<file path="src/rtl/msp_inst_encoder.sv">
// Field-to-opcode MSP430 instruction encoder that streams the 1-3 words of each
// accepted instruction into program memory, one registered write per cycle.
module msp_inst_encoder #(
    parameter int                 PMEM_AW   = 11,
    parameter logic [PMEM_AW-1:0] BASE_ADDR = '0
) (
    input  logic               mclk,
    input  logic               puc_rst,
    // Handshake: a request transfers on a rising mclk edge where req_valid and
    // req_ready are both high; req_ready never depends on req_valid.
    input  logic               req_valid,
    output logic               req_ready,
    input  logic [1:0]         req_fmt,
    input  logic [3:0]         req_op,
    input  logic               req_bw,
    input  logic [1:0]         req_as,
    input  logic               req_ad,
    input  logic [3:0]         req_src,
    input  logic [3:0]         req_dst,
    input  logic [9:0]         req_jofs,
    input  logic [15:0]        req_ext1,
    input  logic [15:0]        req_ext2,
    input  logic [15:0]        req_raw,
    input  logic               addr_load,
    input  logic [PMEM_AW-1:0] addr_val,
    output logic               pmem_wen,
    output logic [PMEM_AW-1:0] pmem_addr,
    output logic [15:0]        pmem_din,
    output logic [15:0]        inst_count,
    output logic               enc_err,
    output logic               addr_wrap,
    output logic [1:0]         dbg_state
);

    typedef enum logic [1:0] {
        IDLE = 2'd0,
        OPC  = 2'd1,
        EXT1 = 2'd2,
        EXT2 = 2'd3
    } state_t;

    localparam logic [1:0] FMT_SINGLE = 2'd0;
    localparam logic [1:0] FMT_JUMP   = 2'd1;
    localparam logic [1:0] FMT_TWO    = 2'd2;

    localparam logic [PMEM_AW-1:0] PTR_ONE = {{(PMEM_AW-1){1'b0}}, 1'b1};

    state_t             state_q;
    logic [PMEM_AW-1:0] ptr_q;
    logic [1:0]         n_q;
    logic [15:0]        ext1_q;
    logic [15:0]        ext2_q;
    logic               pmem_wen_q;
    logic [PMEM_AW-1:0] pmem_addr_q;
    logic [15:0]        pmem_din_q;
    logic [15:0]        inst_count_q;
    logic               enc_err_q;
    logic               addr_wrap_q;

    // Opcode construction and word count for the fields currently on the request bus
    logic [15:0] enc_opc;
    logic        enc_legal;
    logic        is_reti;
    logic        src_ext;
    logic        dst_ext;
    logic [1:0]  enc_n;

    always_comb begin
        enc_opc   = req_raw;
        enc_legal = 1'b1;
        src_ext   = 1'b0;
        is_reti   = (req_fmt == FMT_SINGLE) && (req_op == 4'd6);
        case (req_fmt)
            FMT_SINGLE: begin
                enc_legal = (req_op <= 4'd6);
                enc_opc   = is_reti ? 16'h1300
                                    : {6'b000100, req_op[2:0], req_bw, req_as, req_src};
            end
            FMT_JUMP: begin
                enc_legal = !req_op[3];
                enc_opc   = {3'b001, req_op[2:0], req_jofs};
            end
            FMT_TWO: begin
                enc_legal = (req_op >= 4'd4);
                enc_opc   = {req_op, req_src, req_ad, req_bw, req_as, req_dst};
            end
            default: begin
                enc_legal = 1'b1;
                enc_opc   = req_raw;
            end
        endcase
        // Indexed/absolute/symbolic (as=01) and immediate @PC+ (as=11, r0) carry a word;
        // r3 and r2 with as=1x are constant-generator encodings and carry none.
        if (((req_fmt == FMT_SINGLE) && !is_reti) || (req_fmt == FMT_TWO)) begin
            src_ext = ((req_as == 2'b01) && (req_src != 4'd3)) ||
                      ((req_as == 2'b11) && (req_src == 4'd0));
        end
        dst_ext = (req_fmt == FMT_TWO) && req_ad;
        enc_n   = 2'd1 + {1'b0, src_ext} + {1'b0, dst_ext};
    end

    logic accept;
    logic reject;

    assign req_ready = (state_q == IDLE) && !addr_load;
    assign accept    = req_valid && req_ready && enc_legal;
    assign reject    = req_valid && req_ready && !enc_legal;

    // Which word (if any) is launched at the coming edge, and whether the word
    // on the bus right now is the final one of its instruction.
    logic        wr_go;
    logic [15:0] wr_data;
    logic        last_word;

    always_comb begin
        wr_go     = 1'b0;
        wr_data   = enc_opc;
        last_word = 1'b0;
        case (state_q)
            IDLE: begin
                wr_go   = accept;
                wr_data = enc_opc;
            end
            OPC: begin
                last_word = (n_q == 2'd1);
                wr_go     = !last_word;
                wr_data   = ext1_q;
            end
            EXT1: begin
                last_word = (n_q == 2'd2);
                wr_go     = !last_word;
                wr_data   = ext2_q;
            end
            default: begin
                last_word = 1'b1;
            end
        endcase
    end

    always_ff @(posedge mclk or posedge puc_rst) begin
        if (puc_rst) begin
            state_q      <= IDLE;
            ptr_q        <= BASE_ADDR;
            n_q          <= 2'd0;
            ext1_q       <= 16'h0000;
            ext2_q       <= 16'h0000;
            pmem_wen_q   <= 1'b0;
            pmem_addr_q  <= '0;
            pmem_din_q   <= 16'h0000;
            inst_count_q <= 16'h0000;
            enc_err_q    <= 1'b0;
            addr_wrap_q  <= 1'b0;
        end else begin
            pmem_wen_q <= wr_go;
            enc_err_q  <= reject;
            if (wr_go) begin
                pmem_addr_q <= ptr_q;
                pmem_din_q  <= wr_data;
                ptr_q       <= ptr_q + PTR_ONE;
                if (&ptr_q) begin
                    addr_wrap_q <= 1'b1;
                end
            end
            if (last_word) begin
                inst_count_q <= inst_count_q + 16'd1;
            end
            case (state_q)
                IDLE: begin
                    if (addr_load) begin
                        ptr_q <= addr_val;
                    end else if (accept) begin
                        state_q <= OPC;
                        n_q     <= enc_n;
                        ext1_q  <= req_ext1;
                        ext2_q  <= req_ext2;
                    end
                end
                OPC:     state_q <= last_word ? IDLE : EXT1;
                EXT1:    state_q <= last_word ? IDLE : EXT2;
                default: state_q <= IDLE;
            endcase
        end
    end

    assign pmem_wen   = pmem_wen_q;
    assign pmem_addr  = pmem_addr_q;
    assign pmem_din   = pmem_din_q;
    assign inst_count = inst_count_q;
    assign enc_err    = enc_err_q;
    assign addr_wrap  = addr_wrap_q;
    assign dbg_state  = state_q;

endmodule

</file>
<file path="config.mk">
export PLATFORM = sky130hd
export DESIGN_NAME = msp_inst_encoder
export DESIGN_NICKNAME = d
export VERILOG_FILES = /design/src/rtl/msp_inst_encoder.sv
export SDC_FILE = /design/constraint.sdc
export NUM_CORES = 1
export LEC_CHECK = 0
export BUFFER_PORTS_ARGS = -buffer_cell sky130_fd_sc_hd__buf_2
export CAP_MARGIN = 0
export CORE_MARGIN = 3
export CORE_UTILIZATION = 56
export CTS_CLUSTER_SIZE = 8
export DETAILED_ROUTE_END_ITERATION = 8
export PLACE_DENSITY = 0.95
export SYNTH_ARGS = -nofsm -noshare
export SYNTH_HDL_FRONTEND = slang
export SYNTH_SLANG_ARGS = --single-unit
</file>
<file path="constraint.sdc">
create_clock -name mclk -period 4.15 [get_ports mclk]
set_clock_uncertainty 0.15 [all_clocks]
set_input_delay 0.2075 -clock mclk [delete_from_list [all_inputs] [get_ports mclk]]
set_output_delay 0.2075 -clock mclk [all_outputs]
set_load 0.05 [all_outputs]
</file>
### Yosys cells after proc, flatten, opt, wreduce, memory -nomap -nowiden

Cells that the tools add are included.

| word-level totals | value |
|---|---|
| register bits | 93 |
| bits of input ports | 91 |

| cells by class | value |
|---|---|
| add/sub/neg operators | 4 |
| order comparisons | 2 |
| eq/ne operators | 12 |
| multiplexer cells | 15 |
| bitwise operators | 1 |
| reductions and logical operators | 23 |

Operator list:

| cell | number |
|---|---|
| $pmux 16 s3 | 1 |
| $mux 11 | 3 |
| $pmux 16 s2 | 1 |
| $add 16x1->16 const B | 1 |
| $reduce_and 12->1 | 1 |
| $add 11x1->11 const B | 1 |
| $mux 10 | 1 |
| $logic_and 1x1->1 | 9 |
| $pmux 1 s3 | 3 |
| $eq 2x1->1 const B | 4 |
| $eq 2x2->1 const B | 4 |
| $mux 2 | 4 |
| $logic_not 1->1 | 6 |
| $pmux 2 s3 | 1 |
| $eq 4x3->1 const B | 1 |
| $ge 4x3->1 const B | 1 |
| $le 4x3->1 const B | 1 |
| $logic_not 2->1 | 2 |
| $logic_not 4->1 | 1 |
| $ne 2x2->1 const B | 2 |
| $ne 4x2->1 const B | 1 |
| $reduce_and 3->1 | 1 |
| $add 1x1->2 const A | 1 |
| $add 2x1->2 | 1 |
| 4 further kinds | 5 |

### Logic depth before layout (Yosys ltp)

| depth | value |
|---|---|
| depth in word-level cells | 8 |
| mapped depth | 11 |

### Worst setup path before layout

OpenSTA, ideal clock, no wires.

| path | value |
|---|---|
| path kind | reg2reg |
| from | reg state_q[0] (netlist: dbg_state[0]) |
| to | reg ptr_q[9] |
| arrival | 2.872 ns |
| data required time | 3.918 ns |
| setup slack | 1.046 ns |
| cell stages (with the launch flop) | 9 |
| path buffers | 1 |
| period minus slack after synthesis | 3.104 ns |
| cells stage by stage | dfrtp_1 inv_1 ha_1 clkbuf_1 nor2b_1 and2_1 a22oi_1 or4_1 a31oi_1 |

| on the way | value |
|---|---|
| longest elaborated chain between the ends | 8 |
| elaborated cells on any way between the ends | 10 |
| those cells by class | eq/ne: 2; mux: 4; reduce/logical: 4 |

RTL lines:

| item | line | text |
|---|---|---|
| from (decl) | 48 | `state_t state_q;` |
| from (signal assigned) | 178 | `OPC: state_q <= last_word ? IDLE : EXT1;` |
| from (signal assigned) | 179 | `EXT1: state_q <= last_word ? IDLE : EXT2;` |
| $logic_not 2->1 * | 105 | `assign req_ready = (state_q == IDLE) && !addr_load;` |
| $logic_and 1x1->1 * | 105 |  |
| via req_ready | 12 | `output logic req_ready,` |
| $logic_and 1x1->1 * (2 in series) | 106 | `assign accept = req_valid && req_ready && enc_legal;` |
| $pmux 1 s3 * | 119 | `case (state_q)` |
| $mux 11 * | 156 | `if (wr_go) begin` |
| $mux 11 | 169 | `if (addr_load) begin` |
| $mux 11 * | 167 | `case (state_q)` |
| to (signal assigned) | 159 | `ptr_q <= ptr_q + PTR_ONE;` |
| to (signal assigned) | 170 | `ptr_q <= addr_val;` |
| to (decl) | 49 | `logic [PMEM_AW-1:0] ptr_q;` |

Mark *: on every way through the listed nets, which the timed path passes. The rest lies on a longest branch.
A chain may end at the register's enable or synchronous reset.

### Worst setup path in the final report

| path | value |
|---|---|
| from | reg state_q[1] (netlist: dbg_state[1]) |
| to | reg pmem_din_q[10] (netlist: pmem_din[10]) |

| on the way | value |
|---|---|
| longest elaborated chain between the ends | 5 |
| elaborated cells on any way between the ends | 8 |
| those cells by class | eq/ne: 2; mux: 2; reduce/logical: 4 |

RTL lines:

| item | line | text |
|---|---|---|
| $logic_not 2->1 | 105, 119 |  |
| $logic_and 1x1->1 | 105 |  |
| $logic_and 1x1->1 (2 in series) | 106 |  |
| $pmux 1 s3 | 119 |  |
| to (signal assigned) | 158 | `pmem_din_q <= wr_data;` |
| to (decl) | 55 | `logic [15:0] pmem_din_q;` |

Several ways; a longest one is shown, not always the timed one.

==> impl_metrics.env <==
export IMPL_relSlewSlack=0.287
export IMPL_reg2reg_slack_ps=1020
export IMPL_initial_core_util=0.586
export IMPL_post_route_drc_count=0
export IMPL_slew_viol_final=0
export IMPL_timing_worst_slew_pin_value_ps=1070
export IMPL_cp_num_buf_inv=2
export IMPL_r2r_end="pmem_din[10]"
export IMPL_dpl_worst_slack_ps=1080
export IMPL_overflow=0
export IMPL_hp_class="in -> reg"
export IMPL_route_met3_wl_um=1060
export IMPL_dr_pass1_iters=6
export IMPL_die_x_um=96.9
export IMPL_cts_root_buf="clkbuf_8"
export IMPL_track_usage=0.289
export IMPL_status="completed"
export IMPL_critPathArrivalTime_ps=3230
export IMPL_cp_required_ps=4250
export IMPL_placed_area_mm2=0.00538
export IMPL_clkPwrFrac=0.164
export IMPL_wire_per_inst_um=16.8
export IMPL_p_int_uw=2350
export IMPL_end_kind="flip-flop"
export IMPL_die_height_um=96.9
export IMPL_hpwl_um=9260
export IMPL_drive_gt1_frac=0.253
export IMPL_fin_crit_sh=0.753
export IMPL_p_leak_uw=0.00302
export IMPL_clockBufferDepth=2
export IMPL_setup_viol=0
export IMPL_route_met2_wl_um=6710
export IMPL_area_growth_pct=30.7
export IMPL_yosysWarnings=0
export IMPL_p_comb_frac=0.483
export IMPL_antenna_found_initial=0
export IMPL_wirelength_um=13300
export IMPL_wirelength_met1_um=4940
export IMPL_die_area_mm2=0.00939
export IMPL_path_cells="inv_1 -> ha_1 -> or3b_1 -> a32oi_4 -> buf_4 -> a211oi_1 -> a21o_1"
export IMPL_crit_slowest_cell="a32oi_4"
export IMPL_path_delay_family="compound AO/OA/AOI/OAI gates"
export IMPL_cpPeakStageDelay_ps=660
export IMPL_synth_ff_type="dfrtp_1"
export IMPL_yosysTopAreaCell="dfrtp_1"
export IMPL_synth_top_area_share=0.503
export IMPL_critPathKind="reg -> reg"
export IMPL_nets=780
export IMPL_grt_pass1_wl_um=22000
export IMPL_worstPathMaxFanout=32
export IMPL_dp_cells=731
export IMPL_pwr_density_cell_mw_per_mm2=744
export IMPL_worstSkewPairLatency_ps=360
export IMPL_async_flop_share=1.00
export IMPL_synth_seq_cells=93
export IMPL_highest_layer="met4"
export IMPL_vias=4582
export IMPL_finalWorstSetupSlack_ps=1020
export IMPL_synth_seq_area_share=0.503
export IMPL_synth_edf_count=0
export IMPL_yosysMostFrequentCell="nand2_1"
export IMPL_cts_num_sinks=93
export IMPL_ios=140
export IMPL_drt_iter0_markers=244
export IMPL_min_to="ptr_q[9]"
export IMPL_fmax_ghz=0.320
export IMPL_cts_repair_resized=0
export IMPL_coreArea_mm2=0.00789
export IMPL_syn_area_per_cell_um2=8.98
export IMPL_hold_start="addr_val[9]"
export IMPL_period_needed_ps=3130
export IMPL_yosys_top_cells_count="nand2_1, dfrtp_1, o21ai_0"
export IMPL_grt_max_degree=64
export IMPL_min_path_cells=3
export IMPL_fin_cells=789
export IMPL_timing_max_cap_violations=0
export IMPL_reg2regPathDepth=7
export IMPL_crit_cells=7
export IMPL_ir_worst_vdd_uv=431
export IMPL_grt_pass1_vias=4635
export IMPL_cts_made_buffers=9
export IMPL_rsz0062_at_grt="no"
export IMPL_gp_congestion=0.927
export IMPL_fin_area_mm2=0.00605
export IMPL_switchingPower_uw=2150
export IMPL_cp_start_kind="flip-flop"
export IMPL_n_antenna_cell=0
export IMPL_synthTopCellsByArea="dfrtp_1, nand2_1, o21ai_0"
export IMPL_sw_frac_of_total=0.478
export IMPL_hold_viol_final=0
export IMPL_syn_area_mm2=0.00463
export IMPL_seq_power_share=0.353
export IMPL_path_clk_slew_ps=90
export IMPL_h_tree_depth=3
export IMPL_synth_cells=515
export IMPL_synth_cell_types=49
export IMPL_syn_nets=613
export IMPL_r2r_start="dbg_state[1]"
export IMPL_power_uw=4500
export IMPL_antenna_left=0
export IMPL_portBuffers=139
export IMPL_fin_setup_tns_ps=0
export IMPL_via_per_inst=5.81
export IMPL_tritoncts="yes"
export IMPL_num_rows=32
-- worst max path at each step --
stage	start	endpoint	slack, ps
floorplan	dbg_state[0]	ptr_q[9]	1050
global placement	dbg_state[1]	pmem_din[10]	1230
detailed placement	dbg_state[1]	pmem_din[10]	1080
CTS	dbg_state[1]	pmem_din[10]	1060
global route	dbg_state[1]	pmem_din[10]	840
finish	dbg_state[1]	pmem_din[10]	1020
-- cell type report --
cell class	instances	area [um2]
Clock buffer	9	124
Fill cell	524	1840
Tap cell	102	128
Clock inverter	7	123
Multi-Input combinational cell	384	2160
Timing Repair Buffer	185	1150
Sequential cell	93	2330
Inverter	9	35.0
-- cells by family (layout without fill, tap and decap cells) --
| family | count (synthesis) | count (layout) | synth area share |
|---|---|---|---|
| AND/OR/NAND/NOR | 250 | 250 | 0.238 |
| AO/OA/AOI/OAI | 102 | 102 | 0.148 |
| flip-flops | 93 | 93 | 0.503 |
| buffers and inverters | 38 | 210 | 0.0333 |
| XOR/XNOR | 16 | 16 | 0.0303 |
| multiplexers | 9 | 9 | 0.0287 |
| adder cells (fa/ha/maj) | 7 | 7 | 0.0189 |
-- cell usage in the layout (no fill, tap or decap), drive strengths merged, types with 5 or more instances in the layout --
cell	instances
o21ai	34
nand3	11
nand2	170
a211oi	6
xnor2	12
nor2	28
or3	5
and4	6
buf	143
a31oi	13
ha	7
dfrtp	93
a221oi	6
o31ai	8
a22oi	13
dlygate4sd3	42
a21oi	7
clkbuf	9
inv	9
-- worst register-to-register path: stages (launching register included) --
cell and delay, ps:
dfrtp_1 430, inv_1 80, ha_1 440, or3b_1 530
a32oi_4 660, buf_4 410, a211oi_1 100, a21o_1 220
-- power groups by stage --
| stage | Sequential, uW | Clock (uW) | Combinational (uW) |
|---|---|---|---|
| finish | 1590 | 738 | 2170 |
| global route | 1630 | 778 | 2380 |
| CTS | 1580 | 739 | 2170 |
| detailed placement | 1590 | 0 | 2130 |
| global placement | 1570 | 0 | 2040 |
| floorplan | 2110 | 0 | 1030 |
-- routing by layer --
metal	GRT usage	vias up
met3	0.0562	49
met2	0.482	249
met5	0	-
met1	0.357	2184
met4	0.147	0
li1	-	2100
-- stage by stage --
stage	hold slack [ps]	util
3_5_place_dp	253	0.682
4_1_cts	8.84	0.766
6_report	8.23	0.766
2_1_floorplan	163	-
5_1_grt	8.85	0.766
3_3_place_gp	249	0.682
-- sequential cells by signal (all words and copies together), names as in the netlist, 2 cells and up --
register / cells
pmem_din: 16
inst_count: 16
dbg_state: 2
ext1_q: 16
pmem_addr: 11
ptr_q: 11
ext2_q: 16
n_q: 2
-- repair_timing --
action,4_1_cts,5_1_grt
hold buffers,42,0
endpoints found under the hold margin,103,0
buffers inserted,0,0
Power figures use the tool's default switching activity.
